### config.mk
export PLATFORM = sky130hd
export DESIGN_NAME = neuron_weight_sequencer_flat
export DESIGN_NICKNAME = d
export VERILOG_FILES = /design/src/rtl/fnn_pkg.sv /design/src/rtl/neuron_weight_sequencer_if.sv /design/src/rtl/neuron_weight_sequencer_mac.sv /design/src/rtl/neuron_weight_sequencer.sv /design/src/flat_wrapper.sv
export SDC_FILE = /design/constraint.sdc
export NUM_CORES = 1
export LEC_CHECK = 0
export CAP_MARGIN = 15
export CORE_MARGIN = 1
export CORE_UTILIZATION = 58
export DETAILED_ROUTE_END_ITERATION = 7
export PLACE_DENSITY = 0.84
export SLEW_MARGIN = 20
export SYNTH_ARGS = -nofsm -noshare
export SYNTH_HDL_FRONTEND = slang
export SYNTH_SLANG_ARGS = --single-unit
### constraint.sdc
create_clock -name clk -period 6.64 [get_ports clk]
set_input_delay 0.664 -clock clk [delete_from_list [all_inputs] [get_ports clk]]
set_output_delay 0.664 -clock clk [all_outputs]
set_load 0.02 [all_outputs]
### src/rtl/fnn_pkg.sv
// Shared types and saturation helpers for the neuron sequencer.
// Q-format default and the sequencer state encoding live here.
package fnn_pkg;

  localparam int FRAC_BITS = 12;

  typedef enum logic [2:0] {
    ACCUM,
    DRAIN1,
    DRAIN2,
    BIAS,
    OUT
  } seq_state_t;

  function automatic logic signed [63:0] sat_w(
    input logic signed [63:0] v,
    input int                 w
  );
    logic signed [63:0] hi;
    logic signed [63:0] lo;
    hi = (64'sd1 <<< (w - 1)) - 64'sd1;
    lo = -hi - 64'sd1;
    if (v > hi) return hi;
    if (v < lo) return lo;
    return v;
  endfunction

  // Accumulator clamps at 2*dw bits, the result at dw bits.
  function automatic logic signed [63:0] sat_acc(
    input logic signed [63:0] v,
    input int                 dw
  );
    return sat_w(v, 2 * dw);
  endfunction

  function automatic logic signed [63:0] sat_out(
    input logic signed [63:0] v,
    input int                 dw
  );
    return sat_w(v, dw);
  endfunction

endpackage

### src/rtl/neuron_weight_sequencer_if.sv
// Layer-input, weight-memory and result signals of one neuron.
// master = sequencer side, slave = environment side.
interface neuron_weight_sequencer_if #(
  parameter int DW = 16,
  parameter int AW = 5
);
  logic                 in_valid;
  logic signed [DW-1:0] in_data;
  logic                 in_ready;
  logic signed [DW-1:0] bias;
  logic                 w_ren;
  logic [AW-1:0]        w_radd;
  logic signed [DW-1:0] w_dout;
  logic                 out_valid;
  logic signed [DW-1:0] out_data;

  modport master (
    input  in_valid, in_data, bias, w_dout,
    output in_ready, w_ren, w_radd, out_valid, out_data
  );

  modport slave (
    output in_valid, in_data, bias, w_dout,
    input  in_ready, w_ren, w_radd, out_valid, out_data
  );
endinterface

### src/rtl/neuron_weight_sequencer_mac.sv
// Multiply-accumulate pipeline: input register, product register,
// saturating accumulator and the bias add onto the output register.
module neuron_mac_datapath
  import fnn_pkg::*;
#(
  parameter int dataWidth = 16,
  parameter int fracBits  = FRAC_BITS
) (
  input  logic                        clk,
  input  logic                        rst,
  input  logic                        accept,
  input  logic signed [dataWidth-1:0] in_data,
  input  logic signed [dataWidth-1:0] w_dout,
  input  logic                        bias_ld,
  input  logic signed [dataWidth-1:0] bias,
  output logic signed [dataWidth-1:0] out_data
);

  localparam int AW2 = 2 * dataWidth;

  logic signed [dataWidth-1:0] x_d;
  logic signed [AW2-1:0]       prod_r;
  logic signed [AW2-1:0]       acc;
  logic                        v1;
  logic                        v2;

  logic signed [63:0] acc_sum;
  logic signed [63:0] acc_sat;
  logic signed [63:0] out_sum;
  logic signed [63:0] out_sat;

  // Arithmetic shift floors toward -inf before the add.
  always_comb begin
    acc_sum = 64'(acc) + 64'(prod_r >>> fracBits);
    acc_sat = sat_acc(acc_sum, dataWidth);
    out_sum = 64'(acc) + 64'(bias);
    out_sat = sat_out(out_sum, dataWidth);
  end

  always_ff @(posedge clk or posedge rst) begin
    if (rst) begin
      x_d      <= '0;
      v1       <= 1'b0;
      v2       <= 1'b0;
      prod_r   <= '0;
      acc      <= '0;
      out_data <= '0;
    end else begin
      v1 <= accept;
      v2 <= v1;
      if (accept) x_d <= in_data;
      prod_r <= AW2'(w_dout) * AW2'(x_d);
      if (bias_ld) begin
        out_data <= dataWidth'(out_sat);
        acc      <= '0;
      end else if (v2) begin
        acc <= AW2'(acc_sat);
      end
    end
  end

endmodule

### src/rtl/neuron_weight_sequencer.sv
// Per-neuron controller: paces weight reads against the input
// stream, then drains the MAC pipe, adds bias and strobes the result.
module neuron_weight_sequencer
  import fnn_pkg::*;
#(
  parameter int numWeight    = 30,
  parameter int addressWidth = $clog2(numWeight),
  parameter int dataWidth    = 16,
  parameter int fracBits     = FRAC_BITS
) (
  input logic                       clk,
  input logic                       rst,
  neuron_weight_sequencer_if.master bus
);

  localparam logic [addressWidth-1:0] LAST =
    addressWidth'(numWeight - 1);

  seq_state_t              state;
  seq_state_t              nxt;
  logic [addressWidth-1:0] count;
  logic                    rdy;
  logic                    accept;
  logic                    bias_ld;

  assign rdy    = (state == ACCUM);
  assign accept = bus.in_valid & rdy;

  always_ff @(posedge clk or posedge rst) begin
    if (rst) begin
      state <= ACCUM;
      count <= '0;
    end else begin
      state <= nxt;
      if (accept)
        count <= (count == LAST) ? '0 : count + 1'b1;
    end
  end

  always_comb begin
    nxt     = state;
    bias_ld = 1'b0;
    unique case (state)
      ACCUM:  if (accept && count == LAST) nxt = DRAIN1;
      DRAIN1: nxt = DRAIN2;
      DRAIN2: nxt = BIAS;
      BIAS: begin
        bias_ld = 1'b1;
        nxt     = OUT;
      end
      OUT:    nxt = ACCUM;
      default: nxt = ACCUM;
    endcase
  end

  assign bus.in_ready  = rdy;
  assign bus.w_ren     = accept;
  assign bus.w_radd    = count;
  assign bus.out_valid = (state == OUT);

  neuron_mac_datapath #(
    .dataWidth (dataWidth),
    .fracBits  (fracBits)
  ) u_mac (
    .clk      (clk),
    .rst      (rst),
    .accept   (accept),
    .in_data  (bus.in_data),
    .w_dout   (bus.w_dout),
    .bias_ld  (bias_ld),
    .bias     (bus.bias),
    .out_data (bus.out_data)
  );

endmodule

### src/flat_wrapper.sv
// flat-port wrapper written by rule: the top's interface ports become plain ports
module neuron_weight_sequencer_flat import fnn_pkg::*;
#(
  parameter int numWeight    = 30,
  parameter int addressWidth = $clog2(numWeight),
  parameter int dataWidth    = 16,
  parameter int fracBits     = FRAC_BITS
)
  (clk, rst, bus_in_valid, bus_in_data, bus_bias, bus_w_dout, bus_in_ready, bus_w_ren, bus_w_radd, bus_out_valid, bus_out_data);
  neuron_weight_sequencer_if #(.DW(16), .AW(5)) bus_i ();
  input logic clk;
  input logic rst;
  input wire logic [$bits(bus_i.in_valid)-1:0] bus_in_valid;
  input wire logic [$bits(bus_i.in_data)-1:0] bus_in_data;
  input wire logic [$bits(bus_i.bias)-1:0] bus_bias;
  input wire logic [$bits(bus_i.w_dout)-1:0] bus_w_dout;
  output wire logic [$bits(bus_i.in_ready)-1:0] bus_in_ready;
  output wire logic [$bits(bus_i.w_ren)-1:0] bus_w_ren;
  output wire logic [$bits(bus_i.w_radd)-1:0] bus_w_radd;
  output wire logic [$bits(bus_i.out_valid)-1:0] bus_out_valid;
  output wire logic [$bits(bus_i.out_data)-1:0] bus_out_data;
  assign bus_i.in_valid = bus_in_valid;
  assign bus_i.in_data = bus_in_data;
  assign bus_i.bias = bus_bias;
  assign bus_i.w_dout = bus_w_dout;
  assign bus_in_ready = bus_i.in_ready;
  assign bus_w_ren = bus_i.w_ren;
  assign bus_w_radd = bus_i.w_radd;
  assign bus_out_valid = bus_i.out_valid;
  assign bus_out_data = bus_i.out_data;
  neuron_weight_sequencer #(.numWeight(numWeight), .addressWidth(addressWidth), .dataWidth(dataWidth), .fracBits(fracBits)) u_core (.clk(clk), .rst(rst), .bus(bus_i));
endmodule
==> results of run 1 <==
-- placed cells by master, fill, tap and decap left out, types with 22 or more instances in the layout --
| cell | count |
|---|---|
| xnor2_1 | 50 |
| ha_1 | 139 |
| a221o_1 | 28 |
| inv_1 | 354 |
| nand2_1 | 183 |
| fa_1 | 253 |
| clkdlybuf4s50_1 | 59 |
| a21o_1 | 28 |
| nor2_1 | 102 |
| a21oi_1 | 93 |
| dfrtp_1 | 92 |
| o21ai_0 | 43 |
| nand3_1 | 35 |
| and2_1 | 125 |
| nor3_1 | 22 |
| o211ai_1 | 25 |
| buf_4 | 105 |
-- metal layers --
metal,vias to the layer above,global-route usage [%]
met5,-,0
met1,6759,35.7
met3,101,3.43
met2,516,51.2
met4,0,8.22
li1,6307,-
-- synth_stat cells (4+ instances only) --
master and instances:
a21oi_1 94, a21o_1 28, clkbuf_1 53, buf_6 6, nand3_1 35, nand4_1 12, a31o_2 4, or3_1 4
a31oi_1 5, o211ai_1 25, a211oi_1 13, nor3b_1 7, xor2_1 20, xnor2_1 50, nor2_1 104, mux2_2 15
nor4_1 5, fa_1 263, maj3_1 4, nand2b_1 5, dfrtp_1 94, nand2_1 187, nor2b_1 7, o21bai_1 10
and2_1 127, and3_1 8, a221o_1 28, nor3_1 23, inv_1 359, o21ai_0 45, ha_1 145, o21a_1 15
-- cells by family (layout without fill, tap and decap cells) --
family | Yosys count | count (layout)
mux | 18 | 18
flops | 94 | 94
buf+inv | 423 | 559
xor+xnor | 71 | 71
compound gates | 310 | 310
simple gates | 547 | 547
fa+ha+maj | 412 | 412
-- cell type report --
class / count / area [um^2]
tap: 384 / 480
sequential: 94 / 2350
clock buffer: 9 / 225
clock inverter: 7 / 75.1
fill: 2112 / 9530
multi-input combinational: 1358 / 13100
inverter: 360 / 1350
timing repair buffer: 183 / 1550
-- what timing repair did --
| action | CTS | global route |
|---|---|---|
| endpoints found under the setup margin | 12 | 11 |
| buffers inserted | 1 | 6 |
| endpoints found under the hold margin | 0 | 0 |
| pin swaps | 3 | 36 |
| gates resized for setup | 21 | 48 |
-- stage by stage --
| stage | hold WS, ns | setup TNS [ns] | std cells | worst slack, ns | util [%] |
|---|---|---|---|---|---|
| 2_1_floorplan | 0.331 | 0 | 1875 | 0.0628 | - |
| 3_3_place_gp | 0.333 | -3.91 | 2372 | -0.496 | 64.9 |
| 3_5_place_dp | 0.337 | -6.63 | 2372 | -0.804 | 64.9 |
| 4_1_cts | 0.355 | 0 | 2389 | 0.00562 | 66.1 |
| 5_1_grt | 0.378 | -0.185 | 2395 | -0.0826 | 66.7 |
| 6_report | 0.354 | 0 | 2395 | 0.0747 | 66.7 |
-- path summary, 6_finish.rpt --
| path | start | endpoint | slack, ns | depth (start not counted) |
|---|---|---|---|---|
| hold reg to reg | u_core.u_mac.v1 | u_core.u_mac.v2 | 0.35 | 0 |
| hold / removal | u_core.u_mac.v1 | u_core.u_mac.v2 | 0.35 | 0 |
| setup reg to reg | u_core.u_mac.x_d[6] | u_core.u_mac.prod_r[31] | 0.07 | 24 |
| max in group asynchronous | rst | u_core.u_mac.x_d[4] | 5.05 | 3 |
| setup / recovery | u_core.u_mac.x_d[6] | u_core.u_mac.prod_r[31] | 0.07 | 24 |
| min in group asynchronous | rst | u_core.u_mac.out_data[2] | 0.57 | 2 |
-- worst register-to-register path, cell delays in order, from the launching register on --
cell and delay [ns]:
dfrtp_1 0.53, buf_4 0.26, and2_1 0.16, fa_1 0.41, inv_1 0.09, fa_2 0.47, fa_1 0.55, inv_1 0.07
fa_1 0.52, fa_1 0.55, inv_1 0.06, fa_1 0.55, inv_1 0.08, ha_4 0.25, buf_4 0.15, a21oi_1 0.12
o21ai_0 0.12, a32oi_2 0.23, a41oi_2 0.18, nor2_2 0.18, o21ai_2 0.10, o31a_1 0.32, o31a_1 0.32, nor2_2 0.12
xnor2_1 0.12
-- registers in the layout, summed over array words and instances, names as in the netlist --
register and cells:
u_core.u_mac.acc 32, u_core.u_mac.prod_r 20, u_core.u_mac.out_data 16, u_core.u_mac.x_d 16, u_core.bus.w_radd 5, u_core.state 3, u_core.u_mac.v1 1, u_core.u_mac.v2 1
==> flow_summary.yaml, run 1 <==
yosys:
  synth_top_family_by_area: "adder cells"
  netlist_area_um2: 16900
  synth_top_area_share_pct: 31.2
  synth.largest_area_cell: "fa_1"
  synthCells: 1875
  synth-seq-cells: 94
  yosys-top-cells-area: "fa_1, dfrtp_1, ha_1"
  ys.flop_type: "dfrtp_1"
  synthSimpleGateAreaFrac_pct: 16.1
  synth_fa_ha_area_share_pct: 42.2
  synth_xor_area_share_pct: 3.80
  synth_edf_count: 0
  synth.avg_cell_area_um2: 9.00
  ys_seq_area_share_pct: 13.9
  synth_cell_types: 87
  synthArstFlopShare_pct: 100
  synth_compound_area_share_pct: 13.1
  synth.area.mux_share_pct: 1.18
  syn_nets: 2334
  synth_warnings: 0
critical_path:
  cp_max_fo: 11
  path_delay_family: "adder cells"
  critPathSlowestCell: "fa_1"
  arrival_ns: 6.84
  cp_common_cell: "fa_1"
  endpoint_kind: "flop"
  critPathKind: "flop to flop"
  crit_path_start_kind: "flop"
  worstPathCellList: "buf_4 -> and2_1 -> fa_1 -> inv_1 -> fa_2 -> fa_1 -> inv_1 -> fa_1 -> fa_1 -> inv_1 -> fa_1 -> inv_1 -> ha_4 -> buf_4 -> a21oi_1 -> o21ai_0 -> a32oi_2 -> a41oi_2 -> nor2_2 -> o21ai_2 -> o31a_1 -> o31a_1 -> nor2_2 -> xnor2_1"
  cpPeakStageDelay_ns: 0.55
  required_ns: 6.92
  cp_num_buf_inv: 6
placement:
  dp_hpwl_mm: 34.2
  port_buffers: 74
  placed_area_um2: 18600
  gp_congestion: 0.936
clocking:
  cts_max_path_buffers: 2
  cts_buffers: 9
  path_clk_slew_ns: 0.08
  cts-htree-levels: 3
  insertion_delay_ns: 0.36
  hold_buffers: 0
  tritoncts: "built"
  cts_root_buffer: "clkbuf_16"
  clkSinkCount: 94
sta:
  drv_slew: 0
  clock_skew_ns: 0.0107
  max_freq_mhz: 152
  slew_headroom_pct: 30.0
  worst_pin_slew_ns: 1.05
  setup_viol: 0
  finalHoldViolations: 0
  post-route-period-util_pct: 98.9
  min_period_ns: 6.57
detailed_routing:
  wire_per_inst_um: 17.4
  drc_errors: 0
  postRouteAntennaNets: 0
  wl_met2_mm: 21.1
  vias: 13700
  wl_met3_mm: 2.47
  topRoutingLayerUsed: "met4"
  first_pass_iters: 5
  routed_wl_mm: 41.8
  vias_per_cell: 5.71
  drt_iter0_drc: 945
  met1_length_mm: 17.1
floorplan:
  core-area_um2: 28600
  start_util_pct: 58.9
  die_height_um: 173
  die-width_um: 173
  rows: 62
  die-area_um2: 29800
  io_pins: 75
run_status:
  status: "complete, no violations"
layout:
  synthToLayoutAreaGrowth_pct: 13.2
  nNetsFinal: 2465
  drive_gt1_share_pct: 10.6
  fin_area_um2: 19100
  antenna_cells: 0
global_route:
  grt_max_degree: 79
  grt_util_all_layers_pct: 28.4
  antenna_found_initial: 0
  grt_pass1_vias: 14300
  grt_pass1_wl_mm: 68.6
  gr-total-overflow: 0
min_path:
  hp-class: "flop to flop"
flow_run:
  maxCapViolCount: 0
Power of run 1 is not shown: default switching activity piles up to over one toggle a cycle in this logic, so the estimate is an artifact.
==> run 2: changes to the inputs <==
- CAP_MARGIN: 15 -> 0
- CORE_UTILIZATION: 58 -> 47
- PLACE_DENSITY: 0.84 -> 0.71
==> run 2 against run 1 <==
Effect of this change:
- first-iteration DRC count is 24% lower
- non-clock buffer count is 3 higher
- die area is 23% higher
- fmax is 2.6% higher
- routed wire length is 2.4% lower
- sequential share of layout area hardly changed
- critical path type is now input port to flop
- cell area is 0.57% higher
- flip-flop and latch count stayed put
- clock skew is 0.0090 ns higher
==> flow_summary.yaml, run 2 (synthesis results as in run 1) <==
critical_path:
  r2r_cells: 22
  endpoint_kind: "flop"
  r2r-end: "u_core.u_mac.prod_r[31]"
  path_depth: 24
  cp_max_fo: 8
  crit_end: "u_core.u_mac.prod_r[31]"
  critPathSlowestCell: "fa_1"
  required_ns: 6.88
  r2r_slack_ns: 0.26
  critPathKind: "input port to flop"
  crit_path_start_kind: "input port"
  worstPathCellList: "clkdlybuf4s50_1 -> buf_6 -> and2_1 -> fa_1 -> inv_1 -> fa_2 -> fa_1 -> inv_1 -> fa_2 -> fa_1 -> inv_1 -> fa_1 -> inv_1 -> ha_1 -> nand2_2 -> o21ai_1 -> a32oi_2 -> a41oi_2 -> nor2_2 -> o21ai_2 -> o31a_1 -> o31a_1 -> nor2_1 -> xnor2_1"
  cp_num_buf_inv: 6
  arrival_ns: 6.64
  cpPeakStageDelay_ns: 0.54
  startpoint: "bus_w_dout[12]"
  path_delay_family: "adder cells"
  r2r-start: "u_core.u_mac.x_d[6]"
global_route:
  grt_pass1_vias: 14000
  grt_util_all_layers_pct: 23.7
  grt-busiest-layer: "met2"
  grt_pass1_wl_mm: 68.7
  gr-total-overflow: 0
  gr-usage-met1_pct: 31.5
  use_met3_pct: 4.19
  use_met2_pct: 40.0
  grt_max_degree: 58
  antenna_found_initial: 1
clocking:
  cts_buffers: 9
  cts_max_path_buffers: 2
  clkSinkCount: 94
  cts_root_buffer: "clkbuf_16"
  insertion_delay_ns: 0.37
  path_clk_slew_ns: 0.08
  tritoncts: "built"
  cts-htree-levels: 3
floorplan:
  start_util_pct: 47.6
  die-area_um2: 36600
  rows: 69
  die-width_um: 191
  io_pins: 75
  core-area_um2: 35400
  die_height_um: 191
sta:
  finalHoldViolations: 0
  post-route-period-util_pct: 96.4
  drv_slew: 0
  setup_viol: 0
  clock_skew_ns: 0.0197
  slew_headroom_pct: 36.7
  worst_pin_slew_ns: 0.943
  min_period_ns: 6.40
  worst_slack_ns: 0.240
  max_freq_mhz: 156
layout:
  nNetsFinal: 2468
  layout_common_cells: "inv_1, fa_1, nand2_1"
  drive_gt1_share_pct: 10.2
  synthToLayoutAreaGrowth_pct: 13.9
  layout.filler_cells: 3181
  layout_commonest_cell: "inv_1"
  reg_top3: "u_core.u_mac.acc: 32 flops, u_core.u_mac.prod_r: 20 flops"
  largest_reg_flops: 32
  instances_no_fill: 2475
  largest_register: "u_core.u_mac.acc"
  antenna_cells: 0
detailed_routing:
  vias: 13300
  drt_iter0_drc: 719
  postRouteAntennaNets: 0
  drc_errors: 0
  routed_wl_mm: 40.8
  first_pass_iters: 4
  vias_per_cell: 5.36
  wire_per_inst_um: 16.5
flow_run:
  maxCapViolCount: 0
placement:
  place_ws_ns: -0.605
  dp.cells: 2452
  port_buffers: 74
  gp_congestion: 0.910
  dp_hpwl_mm: 33.9
min_path:
  hp-class: "flop to flop"
run_status:
  status: "complete, no violations"
==> run 2: cell types whose count changed in the layout (fill, tap and decap cells not counted), sizes merged <==
| cell | delta |
|---|---|
| buf | +3 |
| dlygate4sd2 | -6 |
| dlymetal6s2s | +8 |
| clkbuf | -2 |
==> run 2: worst min path at each step <==
stage / cells past startpoint / to / slack (ns) / start
2_1_floorplan: 0 / u_core.u_mac.v2 / 0.33 / u_core.u_mac.v1
6_report: 0 / u_core.u_mac.v2 / 0.37 / u_core.u_mac.v1
5_1_grt: 0 / u_core.u_mac.v2 / 0.37 / u_core.u_mac.v1
3_5_place_dp: 0 / u_core.u_mac.v2 / 0.34 / u_core.u_mac.v1
3_3_place_gp: 0 / u_core.u_mac.v2 / 0.33 / u_core.u_mac.v1
4_1_cts: 0 / u_core.u_mac.v2 / 0.36 / u_core.u_mac.v1
==> run 2: worst register-to-register path, stage by stage, from the launching register on <==
cell	delay [ns]
dfrtp_2	0.48
and2_4	0.17
fa_1	0.52
inv_1	0.05
fa_1	0.55
fa_1	0.44
fa_1	0.50
inv_1	0.06
fa_1	0.53
inv_1	0.05
fa_1	0.53
inv_1	0.04
ha_1	0.31
and2_4	0.17
a221o_1	0.37
a32oi_2	0.22
a41oi_2	0.18
nor2_2	0.18
o21ai_2	0.10
o31a_1	0.31
o31a_1	0.28
nor2_1	0.12
xnor2_1	0.08
==> run 2: what timing repair did <==
item	4_1_cts	5_1_grt
cloned	0	1
setup buffers	1	4
gates resized for setup	9	51
hold buffers	0	0
pin swaps	5	35
endpoints found under the setup margin	7	10
==> run 2: routing by layer <==
metal	vias up	wire length, um
met4	0	690
met5	-	0
li1	6309	-
met1	6623	18400
met2	293	19500
met3	52	2170
==> run 2: cell type report <==
cell class | count | area [um^2] | area share (%)
Multi-Input combinational cell | 1358 | 13000 | 67.7
Clock inverter | 7 | 68.8 | 0.358
Timing Repair Buffer | 186 | 1620 | 8.42
Sequential cell | 94 | 2360 | 12.3
Clock buffer | 9 | 225 | 1.17
Inverter | 360 | 1350 | 7.05
Tap cell | 461 | 577 | 3.00
==> run 2: stage by stage <==
step | util [%] | setup TNS, ns | hold WS [ns] | cell area, um^2
floorplan | - | 0 | 0.331 | 16900
global placement | 52.8 | -3.15 | 0.333 | 18700
detailed placement | 52.8 | -4.82 | 0.336 | 18700
CTS | 53.7 | 0 | 0.363 | 19000
global route | 54.2 | -0.0324 | 0.367 | 19200
finish | 54.2 | 0 | 0.366 | 19200
Power of run 2 is left out for the same reason.
